### src/rtl/multi_add_seq_if.sv
// Beat-stream bus for multi_add_seq: input operand beats upstream, result words downstream.
// Upstream source and downstream sink use modport master; multi_add_seq uses modport slave.
interface multi_add_seq_if #(
  parameter int LEN = 16
);
  logic           in_valid;
  logic           in_ready;
  logic [LEN-1:0] a;
  logic [LEN-1:0] b;
  logic           first;
  logic           last;
  logic           sub;
  logic           out_valid;
  logic           out_ready;
  logic [LEN-1:0] y;
  logic           out_last;
  logic           oc;
  logic           ovf;
  logic [7:0]     wcnt;

  modport master (
    output in_valid, a, b, first, last, sub, out_ready,
    input  in_ready, out_valid, y, out_last, oc, ovf, wcnt
  );

  modport slave (
    input  in_valid, a, b, first, last, sub, out_ready,
    output in_ready, out_valid, y, out_last, oc, ovf, wcnt
  );
endinterface

### src/rtl/multi_add_seq.sv
// Word-serial multi-precision add/subtract, LSW first, one-stage output register.
// Define MULTI_ADD_SEQ_OVF_EN to build signed-overflow detection; otherwise ovf is tied to 0.
module multi_add_seq #(
  parameter int LEN = 16
) (
  input  logic              clk,
  input  logic              rst,
  multi_add_seq_if.slave    bus
);

  typedef enum logic {IDLE, CHAIN} state_t;

  state_t         state_reg, state_next;
  logic           carry_reg;
  logic           sub_reg;
  logic           out_valid_reg;
  logic           out_last_reg;
  logic [LEN-1:0] y_reg;
  logic [7:0]     wcnt_reg;

  logic           accept;
  logic           start;
  logic           sub_eff;
  logic           cin;
  logic [LEN-1:0] b_eff;
  logic [LEN:0]   sum;

  assign bus.in_ready = !out_valid_reg | bus.out_ready;
  assign accept       = bus.in_valid & bus.in_ready;

  always_ff @(posedge clk or posedge rst) begin
    if (rst) begin
      state_reg <= IDLE;
    end else begin
      state_reg <= state_next;
    end
  end

  // A beat opens a new operation when flagged FIRST or when nothing is open.
  always_comb begin
    state_next = state_reg;
    start      = bus.first | (state_reg == IDLE);
    sub_eff    = start ? bus.sub : sub_reg;
    cin        = start ? bus.sub : carry_reg;
    b_eff      = sub_eff ? ~bus.b : bus.b;
    sum        = {1'b0, bus.a} + {1'b0, b_eff} + {{LEN{1'b0}}, cin};
    if (accept) begin
      state_next = bus.last ? IDLE : CHAIN;
    end
  end

  always_ff @(posedge clk or posedge rst) begin
    if (rst) begin
      carry_reg     <= 1'b0;
      sub_reg       <= 1'b0;
      out_valid_reg <= 1'b0;
      out_last_reg  <= 1'b0;
      y_reg         <= '0;
      wcnt_reg      <= 8'd0;
    end else if (accept) begin
      carry_reg     <= sum[LEN];
      out_valid_reg <= 1'b1;
      out_last_reg  <= bus.last;
      y_reg         <= sum[LEN-1:0];
      if (start) begin
        sub_reg  <= bus.sub;
        wcnt_reg <= 8'd1;
      end else if (wcnt_reg != 8'd255) begin
        wcnt_reg <= wcnt_reg + 8'd1;
      end
    end else if (bus.out_ready) begin
      out_valid_reg <= 1'b0;
    end
  end

`ifdef MULTI_ADD_SEQ_OVF_EN
  logic ovf_reg;
  logic msb_cin;

  // Overflow = carry into MSB differs from carry out of MSB.
  assign msb_cin = bus.a[LEN-1] ^ b_eff[LEN-1] ^ sum[LEN-1];

  always_ff @(posedge clk or posedge rst) begin
    if (rst) begin
      ovf_reg <= 1'b0;
    end else if (accept) begin
      ovf_reg <= msb_cin ^ sum[LEN];
    end
  end

  assign bus.ovf = out_valid_reg & out_last_reg & ovf_reg;
`else
  assign bus.ovf = 1'b0;
`endif

  assign bus.out_valid = out_valid_reg;
  assign bus.out_last  = out_last_reg;
  assign bus.y         = y_reg;
  assign bus.oc        = out_valid_reg & out_last_reg & carry_reg;
  assign bus.wcnt      = wcnt_reg;

endmodule
### src/flat_wrapper.sv
// flat-port wrapper written by rule: the top's interface ports become plain ports
module multi_add_seq_flat 
#(
  parameter int LEN = 16
)
  (clk, rst, bus_in_valid, bus_a, bus_b, bus_first, bus_last, bus_sub, bus_out_ready, bus_in_ready, bus_out_valid, bus_y, bus_out_last, bus_oc, bus_ovf, bus_wcnt);
  multi_add_seq_if #(.LEN(LEN)) bus_i ();
  input  logic clk;
  input  logic rst;
  input wire logic [$bits(bus_i.in_valid)-1:0] bus_in_valid;
  input wire logic [$bits(bus_i.a)-1:0] bus_a;
  input wire logic [$bits(bus_i.b)-1:0] bus_b;
  input wire logic [$bits(bus_i.first)-1:0] bus_first;
  input wire logic [$bits(bus_i.last)-1:0] bus_last;
  input wire logic [$bits(bus_i.sub)-1:0] bus_sub;
  input wire logic [$bits(bus_i.out_ready)-1:0] bus_out_ready;
  output wire logic [$bits(bus_i.in_ready)-1:0] bus_in_ready;
  output wire logic [$bits(bus_i.out_valid)-1:0] bus_out_valid;
  output wire logic [$bits(bus_i.y)-1:0] bus_y;
  output wire logic [$bits(bus_i.out_last)-1:0] bus_out_last;
  output wire logic [$bits(bus_i.oc)-1:0] bus_oc;
  output wire logic [$bits(bus_i.ovf)-1:0] bus_ovf;
  output wire logic [$bits(bus_i.wcnt)-1:0] bus_wcnt;
  assign bus_i.in_valid = bus_in_valid;
  assign bus_i.a = bus_a;
  assign bus_i.b = bus_b;
  assign bus_i.first = bus_first;
  assign bus_i.last = bus_last;
  assign bus_i.sub = bus_sub;
  assign bus_i.out_ready = bus_out_ready;
  assign bus_in_ready = bus_i.in_ready;
  assign bus_out_valid = bus_i.out_valid;
  assign bus_y = bus_i.y;
  assign bus_out_last = bus_i.out_last;
  assign bus_oc = bus_i.oc;
  assign bus_ovf = bus_i.ovf;
  assign bus_wcnt = bus_i.wcnt;
  multi_add_seq #(.LEN(LEN)) u_core (.clk(clk), .rst(rst), .bus(bus_i));
endmodule
### config.mk
export PLATFORM = sky130hd
export DESIGN_NAME = multi_add_seq_flat
export DESIGN_NICKNAME = d
export VERILOG_FILES = /design/src/rtl/multi_add_seq_if.sv /design/src/rtl/multi_add_seq.sv /design/src/flat_wrapper.sv
export SDC_FILE = /design/constraint.sdc
export NUM_CORES = 1
export LEC_CHECK = 0
export CAP_MARGIN = 20
export CORE_UTILIZATION = 43
export CTS_CLUSTER_SIZE = 40
export DETAILED_ROUTE_END_ITERATION = 10
export PLACE_DENSITY = 0.73
export SLEW_MARGIN = 20
export SYNTH_ARGS = -nofsm -noshare
export SYNTH_HDL_FRONTEND = slang
export SYNTH_SLANG_ARGS = --single-unit
### constraint.sdc
create_clock -name clk -period 3.05 [get_ports clk]
set_input_delay 0.61 -clock clk [delete_from_list [all_inputs] [get_ports clk]]
set_output_delay 0.61 -clock clk [all_outputs]
set_load 0.005 [all_outputs]
==> results of run 1 <==
==> power breakdown <==
| part | switching [mW] | internal (mW) | leakage [nW] |
|---|---|---|---|
| sequential | 0.0672 | 0.480 | 0.363 |
| combinational | 0.431 | 0.551 | 1.10 |
| clock | 0.156 | 0.158 | 0.0450 |
==> kinds of logic (layout without fill, tap and decap cells) <==
kind of cell	count (synthesis)	in the layout	share of synthesized area (%)
AO/OA/AOI/OAI	68	68	20.4
buffers and inverters	24	132	4.95
adder cells (fa/ha/maj)	18	18	10.6
other	1	1	0.165
flip-flops	29	29	31.9
XOR/XNOR	29	29	11.2
AND/OR/NAND/NOR	95	95	20.0
multiplexers	2	2	0.880
==> path summary, 6_finish.rpt <==
| path | endpoint | startpoint | slack [ns] |
|---|---|---|---|
| max in group asynchronous | u_core.bus.wcnt[7] | rst | 2.07 |
| min | u_core.bus.y[0] | u_core.bus.y[0] | 0.47 |
| max reg2reg | u_core.bus.y[10] | u_core.state_reg | 0.16 |
| min in group asynchronous | u_core.bus.y[2] | rst | 0.69 |
| min reg2reg | u_core.bus.y[0] | u_core.bus.y[0] | 0.47 |
| max | u_core.bus.y[10] | bus_first | 0.13 |
==> per-stage QoR <==
stage,cells,hold slack [ns]
2_1_floorplan,266,0.470
3_3_place_gp,429,0.458
3_5_place_dp,429,0.462
4_1_cts,439,0.478
5_1_grt,444,0.515
6_report,444,0.474
==> what timing repair did <==
action / 4_1_cts / 5_1_grt
buffers inserted: 2 / 5
pin swaps: 6 / 8
cloned: 0 / 0
setup endpoints to repair: 10 / 11
gates resized for setup: 9 / 11
endpoints found under the hold margin: 0 / 0
==> worst max-delay path, stage by stage <==
cell and delay [ns]:
sky130_fd_sc_hd__buf_6 0.10, sky130_fd_sc_hd__nand2b_4 0.14, sky130_fd_sc_hd__nand2_2 0.07, sky130_fd_sc_hd__a21boi_4 0.26, sky130_fd_sc_hd__xnor2_4 0.15, sky130_fd_sc_hd__fa_2 0.24, sky130_fd_sc_hd__inv_2 0.04, sky130_fd_sc_hd__fa_2 0.35
sky130_fd_sc_hd__and2b_2 0.25, sky130_fd_sc_hd__o2111ai_4 0.17, sky130_fd_sc_hd__a211oi_4 0.34, sky130_fd_sc_hd__mux2i_1 0.22, sky130_fd_sc_hd__o311ai_1 0.12
==> cell usage in the layout (no fill, tap or decap), types with 3 or more instances in the layout <==
cell type                         instances
sky130_fd_sc_hd__xnor2_1                 22
sky130_fd_sc_hd__o21ai_0                 22
sky130_fd_sc_hd__clkdlybuf4s50_1         63
sky130_fd_sc_hd__or3_1                    4
sky130_fd_sc_hd__clkbuf_8                 5
sky130_fd_sc_hd__nand3_1                  7
sky130_fd_sc_hd__nor2_1                  14
sky130_fd_sc_hd__xor2_1                   5
sky130_fd_sc_hd__and3_1                   3
sky130_fd_sc_hd__a21oi_1                 12
sky130_fd_sc_hd__o21ai_1                  5
sky130_fd_sc_hd__nand2b_1                 3
sky130_fd_sc_hd__o211ai_1                 3
sky130_fd_sc_hd__nor3_1                   7
sky130_fd_sc_hd__nand2_1                 40
sky130_fd_sc_hd__ha_1                    14
sky130_fd_sc_hd__buf_4                   45
sky130_fd_sc_hd__inv_1                   10
sky130_fd_sc_hd__dfrtp_1                 29
sky130_fd_sc_hd__nand4_1                  5
==> metal layers <==
layer / vias up / routed length (um) / GRT usage [%] / part of all wire, %
met5: - / 0 / 0 / 0
met2: 60 / 3070 / 40.6 / 52
met1: 1083 / 2580 / 28.1 / 43
met3: 10 / 195 / 2.81 / 3.3
li1: 1141 / - / - / -
met4: 0 / 103 / 8.39 / 1.7
==> cell type report <==
type                    count  area (sq um)
fillers                   439          1600
inverters                  11          41.3
flip-flops and latches     29           726
clock inverters             2          10.0
multi-input cells         213          1540
clock buffers               6          72.6
repair buffers            113          1040
well taps                  70          87.6
==> Implementation_results.wiki, run 1 <==
{| class="wikitable"
! Metric !! Value
|-
| Run status || finished, violations left
|-
| Failing checks || design-rule violations
|-
| Critical Path End Type || flip-flop
|-
| Synth cell count leaders || 41 x sky130_fd_sc_hd__nand2_1, 29 x sky130_fd_sc_hd__dfrtp_1, 24 x sky130_fd_sc_hd__xnor2_1
|-
| DRT Pass-1 Iters || 8
|-
| Transition at the pin with the smallest max-transition slack || 0.683 ns
|-
| Post-DP Area || 3300 sq um
|-
| Share of final-layout standard cells stronger than drive strength 1 || roughly 22%
|-
| Number of vias per cell after detailed routing || 5.17
|-
| Number of failing setup endpoints in the final timing report || 0
|-
| Die X-Extent || 74.8 um
|-
| Post-Synthesis Cells || 266
|-
| Number of distinct standard cells referenced by the synthesized netlist || 53
|-
| Skew final || 0.0113 ns
|-
| Total design power || between 1.5 and 2 mW
|-
| Average cell area after synthesis || 8.56 sq um
|-
| Worst Hold Path Cells || 2
|-
| Core region area || 5110 sq um
|-
| Signal arrival time at the worst endpoint || 3.06 ns
|-
| Maximum fanout count along the critical path || 3
|-
| Antenna cell count || 0
|-
| Number of design rule violations left after detail routing || 1
|-
| Register area share after synthesis || 31.9%
|-
| Maximum resistive drop on vdd || 0.283 mV
|-
| Final Routed Wirelength || 5.94 mm
|-
| Number of nets in the final layout || 430
|-
| Final cell area excluding filler cells || ~3500 sq um
|-
| Depth of the worst register-to-register path || 11
|-
| Critical path start-end classification || in -> reg
|-
| Required time worst endpoint || 3.19 ns
|-
| CTS Root Cell || sky130_fd_sc_hd__clkbuf_8
|-
| Starting utilization of the core area || 44.6%
|-
| Leakage power of the design || roughly 1.5 nW
|-
| Worst setup timing slack at the placement stage || -0.584 ns
|-
| Fin crit share || roughly 96%
|-
| Total track usage || 22.8%
|-
| Power density over the cells || 525 nW/um^2
|-
| Layout-stage area growth over the synthesis result || 54.2%
|-
| PortBufs || 66
|-
| Routed wire per std cell || 13.4 um
|-
| Maximum number of pins on one net before global-route repair || 38
|-
| Die Area || 5590 sq um
|-
| Area fraction of the dominant cell type after synthesis || between 30% and 40%
|-
| Most frequent cell after synthesis || sky130_fd_sc_hd__nand2_1
|-
| Clock tree from TritonCTS || yes
|-
| Number of flip-flops in the largest register || 16
|-
| Remaining antenna violation count after routing || 0
|-
| Pins over their slew limit || 0
|-
| Post-synth EDFFs || 0
|-
| First-pass GRT wire length || 9.75 mm
|-
| Syn nets || around 320
|-
| Startpoint class of the critical path || primary input
|-
| Warnings from Yosys || 0
|-
| Vias in the first global route || between 2000 and 2500
|-
| Main flop type after synthesis || sky130_fd_sc_hd__dfrtp_1
|-
| Count of pins on the block boundary || between 60 and 70
|-
| DRT iter0 DRCs || 119
|-
| Deepest clock path buffer count || 2
|-
| Final HPWL DP || 4.52 mm
|-
| Post-synthesis register bit count || 29
|-
| Count of maximum capacitance violations || 0
|-
| Top cell type by total area after synthesis || sky130_fd_sc_hd__dfrtp_1
|-
| Cell types occupying the most area after synthesis || sky130_fd_sc_hd__dfrtp_1 32%, sky130_fd_sc_hd__xnor2_1 9.2%, sky130_fd_sc_hd__ha_1 8.8%
|-
| Worst path setup slack after routing || 0.126 ns
|-
| Via count || between 2000 and 2500
|-
| Clock transition at path regs || 0.06 ns
|-
| Number of endpoints with negative hold slack in the final report || 0
|-
| Proportion of register bits with asynchronous set or reset after synthesis || between 90% and 100%
|-
| Routability congestion estimate from global placement || 0.849
|-
| Maximum clock rate || 0.342 GHz
|-
| Synthesized area || 2280 sq um
|-
| Number of hold-repair buffers added at the cts stage || 0
|-
| Latest clock arrival within the worst-skew pair || 0.28 ns
|-
| Class of the most critical hold timing path || reg -> reg
|-
| Unrepaired setup endpoints after global routing || true
|-
| Setup total negative slack || 0 ns
|-
| Final core area utilization || about 69%
|-
| Initial antenna violation count || 0
|-
| Shortest period the worst path allows || 2.92 ns
|-
| Total CTS buffers || 5
|-
| Chip height || 74.8 um
|-
| Total gr overflow || 0
|-
| Sinks on Clock Net || 29
|-
| Number of standard-cell rows in the floorplan || 26
|-
| Max transition margin || 54.4%
|-
| Htree depth || 2
|}
(Power assumes the default switching activity.)
==> inputs of run 2 (changes only) <==
--- a/config.mk
+++ b/config.mk
@@ -5,6 +5,7 @@
 export SDC_FILE = /design/constraint.sdc
 export NUM_CORES = 1
 export LEC_CHECK = 0
+export ABC_CLOCK_PERIOD_IN_PS = 3050
 export CAP_MARGIN = 20
 export CORE_UTILIZATION = 43
 export CTS_CLUSTER_SIZE = 40
==> results of run 2 <==
Same layout as run 1: the final DEF is identical, and so are final timing and power.
==> inputs of run 3 (changes only) <==
--- a/config.mk
+++ b/config.mk
@@ -7,10 +7,12 @@
 export LEC_CHECK = 0
 export ABC_CLOCK_PERIOD_IN_PS = 3050
 export CAP_MARGIN = 20
-export CORE_UTILIZATION = 43
+export CELL_PAD_IN_SITES_DETAIL_PLACEMENT = 0
+export CELL_PAD_IN_SITES_GLOBAL_PLACEMENT = 1
+export CORE_UTILIZATION = 31
 export CTS_CLUSTER_SIZE = 40
 export DETAILED_ROUTE_END_ITERATION = 10
-export PLACE_DENSITY = 0.73
+export PLACE_DENSITY = 0.72
 export SLEW_MARGIN = 20
 export SYNTH_ARGS = -nofsm -noshare
 export SYNTH_HDL_FRONTEND = slang
==> run 3 against run 2 <==
  * The run now ends clean
  * Register-to-register slack worse by 0.05 ns
  * Die area is 38% higher
  * Non-clock buffer count is 1 higher
  * Critical endpoint is now u_core.bus.y[14]
  * Highest routed layer unchanged
==> Implementation_results.wiki, run 3 (synthesized netlist as in run 1, its figures left out) <==
{| class="wikitable"
! Metric !! Value
|-
| Clock tree from TritonCTS || yes
|-
| Die Area || 7690 sq um (+38%)
|-
| Via count || 2217 (-3.4%)
|-
| Total design power || 1.82 mW (-1.2%)
|-
| Number of vias per cell after detailed routing || 4.71 (-8.9%)
|-
| PortBufs || 66 (unchanged)
|-
| Crit-path cells || buf_6, nand2b_4, nand2_2, a21boi_4, xnor2_4, fa_2, inv_2, fa_2, and2b_2, o2111ai_4, a21oi_2, or3_1, a31o_1
|-
| Transition at the pin with the smallest max-transition slack || 0.695 ns (+0.0119 ns)
|-
| DRT Pass-1 Iters || 4 (-4)
|-
| Filler cell count || 690 (+57%)
|-
| Depth of the worst register-to-register path || 11 (unchanged)
|-
| Share of final-layout standard cells stronger than drive strength 1 || 21.6% (-0.33 points)
|-
| Number of design rule violations left after detail routing || 0 (-1)
|-
| Final HPWL DP || 4.79 mm (+6.0%)
|-
| Count of maximum capacitance violations || 0 (unchanged)
|-
| Critical path's most frequent cell || sky130_fd_sc_hd__fa_2
|-
| Number of endpoints with negative hold slack in the final report || 0 (unchanged)
|-
| Htree depth || 2 (unchanged)
|-
| Pins over their slew limit || 0 (unchanged)
|-
| Number of standard-cell rows in the floorplan || 30 (+15%)
|-
| Leakage power of the design || 1.51 nW (about the same)
|-
| Worst R2R End || u_core.bus.y[14]
|-
| Worst Hold Path Cells || 2 (unchanged)
|-
| Number of nets in the final layout || 431 (+0.23%)
|-
| Number of failing setup endpoints in the final timing report || 0 (unchanged)
|-
| Most common cell after layout, fill and taps aside || sky130_fd_sc_hd__clkdlybuf4s50_1
|-
| First-pass GRT wire length || 10.2 mm (+5.0%)
|-
| DRT iter0 DRCs || 57 (-52%)
|-
| Antenna cell count || 0 (unchanged)
|-
| Initial antenna violation count || 0 (unchanged)
|-
| Routed wire per std cell || 12.7 um (-4.9%)
|-
| Max transition margin || 53.6% (-0.79 points)
|-
| Hold EP || u_core.bus.y[13]
|-
| Top library cells by usage in the layout, fill and taps aside || 63 x sky130_fd_sc_hd__clkdlybuf4s50_1, 46 x sky130_fd_sc_hd__buf_4, 40 x sky130_fd_sc_hd__nand2_1
|-
| Slowest-stage cell, CP || sky130_fd_sc_hd__fa_2
|-
| Total CTS buffers || 5 (unchanged)
|-
| R2r startpoint || u_core.state_reg
|-
| Total track usage || 17.1% (-5.7 points)
|-
| Class of the most critical hold timing path || reg -> reg
|-
| Starting utilization of the core area || 32.8% (-12 points)
|-
| Unrepaired setup endpoints after global routing || true
|-
| Sinks on Clock Net || 29 (unchanged)
|-
| Clock transition at path regs || 0.06 ns (about the same)
|-
| Maximum fanout count along the critical path || 3 (unchanged)
|-
| Critical Path End Type || flip-flop
|-
| Number of cells in the design after placement || 460 (+7.2%)
|-
| Die X-Extent || 87.7 um (+17%)
|-
| Final Routed Wirelength || 6.00 mm (+0.89%)
|-
| Internal reg-to-reg setup slack || 0.11 ns (-0.05 ns)
|-
| Min-delay src || u_core.bus.y[13]
|-
| Core region area || 6940 sq um (+36%)
|-
| Maximum clock rate || 0.338 GHz (-1.2%)
|-
| Signal arrival time at the worst endpoint || 3.12 ns (+0.06 ns)
|-
| Startpoint class of the critical path || primary input
|-
| Critical path start-end classification || in -> reg
|-
| Maximum number of pins on one net before global-route repair || 38 (unchanged)
|-
| Fin crit share || 97.0% (+1.2 points)
|-
| Number of hold-repair buffers added at the cts stage || 0 (unchanged)
|-
| Chip height || 87.7 um (+17%)
|-
| Number of flip-flops in the largest register || 16 (unchanged)
|-
| Power density over the cells || 515 nW/um^2 (-2.0%)
|-
| Count of pins on the block boundary || 68 (unchanged)
|-
| Layout Cells excl Fill || 471 (+6.1%)
|-
| Latest clock arrival within the worst-skew pair || 0.27 ns (about the same)
|-
| Run status || finished, final reports clean
|-
| Routability congestion estimate from global placement || 0.849 (about the same)
|-
| Peak per-stage delay on the critical path || 0.40 ns (+0.05 ns)
|-
| Total gr overflow || 0 (unchanged)
|-
| Layout-stage area growth over the synthesis result || 55.4%
|-
| Maximum resistive drop on vdd || 0.186 mV (-34%)
|-
| Shortest period the worst path allows || 2.96 ns (+0.0353 ns)
|-
| Remaining antenna violation count after routing || 0 (unchanged)
|-
| CTS Root Cell || sky130_fd_sc_hd__clkbuf_8
|-
| Vias in the first global route || 2146 (-2.1%)
|-
| Skew final || 0.00388 ns (-0.00747 ns)
|-
| Deepest clock path buffer count || 2 (unchanged)
|-
| Required time worst endpoint || 3.22 ns (+0.03 ns)
|}
## run 3: cell types whose count changed in the layout (fill, tap and decap cells not counted), sizes merged
cell  change
buf       +1
## run 3: cell type report
class / instances / area [sq um] / share of cell area, %
multi-input combinational: 213 / 1520 / 43.1
clock buffer: 6 / 72.6 / 2.05
clock inverter: 2 / 10.0 / 0.283
timing repair buffer: 114 / 1040 / 29.5
sequential: 29 / 726 / 20.5
inverter: 11 / 41.3 / 1.17
tap: 96 / 120 / 3.40
## run 3: routing by layer
metal | track usage [%] | wire [um] | part of all wire, %
met1 | 23.8 | 2930 | 49
met2 | 28.0 | 2840 | 47
met3 | 2.92 | 189 | 3.2
met4 | 3.58 | 36 | 0.60
met5 | 0 | 0 | 0
## run 3: worst max-delay path, delay by kind of cell
family / cells / cell delay, ns
AO/OA/AOI/OAI: 4 / 0.84
XOR/XNOR: 1 / 0.10
adder cells (fa/ha/maj): 2 / 0.60
buffers and inverters: 2 / 0.17
AND/OR/NAND/NOR: 4 / 0.80
## run 3: how the worst max path moves through the flow
stage | end | slack (ns) | start | cells past startpoint
6_report | u_core.bus.y[14] | 0.09 | bus_first | 13
5_1_grt | u_core.bus.y[14] | -0.03 | u_core.state_reg | 11
4_1_cts | u_core.bus.y[10] | -0.004 | bus_sub | 12
3_5_place_dp | u_core.bus.y[10] | -0.64 | bus_first | 13
3_3_place_gp | u_core.bus.y[10] | -0.56 | bus_first | 13
2_1_floorplan | u_core.bus.y[10] | -0.12 | bus_first | 14
## run 3: per-stage QoR
| step | setup TNS, ns | instance area, sq um | hold slack (ns) | utilization (%) | setup WS [ns] |
|---|---|---|---|---|---|
| after CTS | -0.00363 | 3500 | 0.486 | 50.4 | -0.00363 |
| after global routing | -0.0308 | 3540 | 0.506 | 50.9 | -0.0308 |
| after floorplan | -0.312 | 2330 | 0.470 | - | -0.119 |
| after global placement | -5.73 | 3360 | 0.466 | 48.4 | -0.564 |
| final | 0 | 3540 | 0.477 | 50.9 | 0.0910 |
| after detailed placement | -6.17 | 3360 | 0.471 | 48.4 | -0.644 |
## run 3: power by group
group | leakage (nW) | internal (mW) | switching, mW
Sequential | 0.363 | 0.480 | 0.0660
Clock | 0.0450 | 0.158 | 0.146
Combinational | 1.11 | 0.550 | 0.421
Total | 1.51 | 1.19 | 0.633
## run 3: what timing repair did
action	4_1_cts	5_1_grt
pin swaps	3	8
buffers inserted	2	1
setup endpoints to repair	12	11
gates resized for setup	8	12
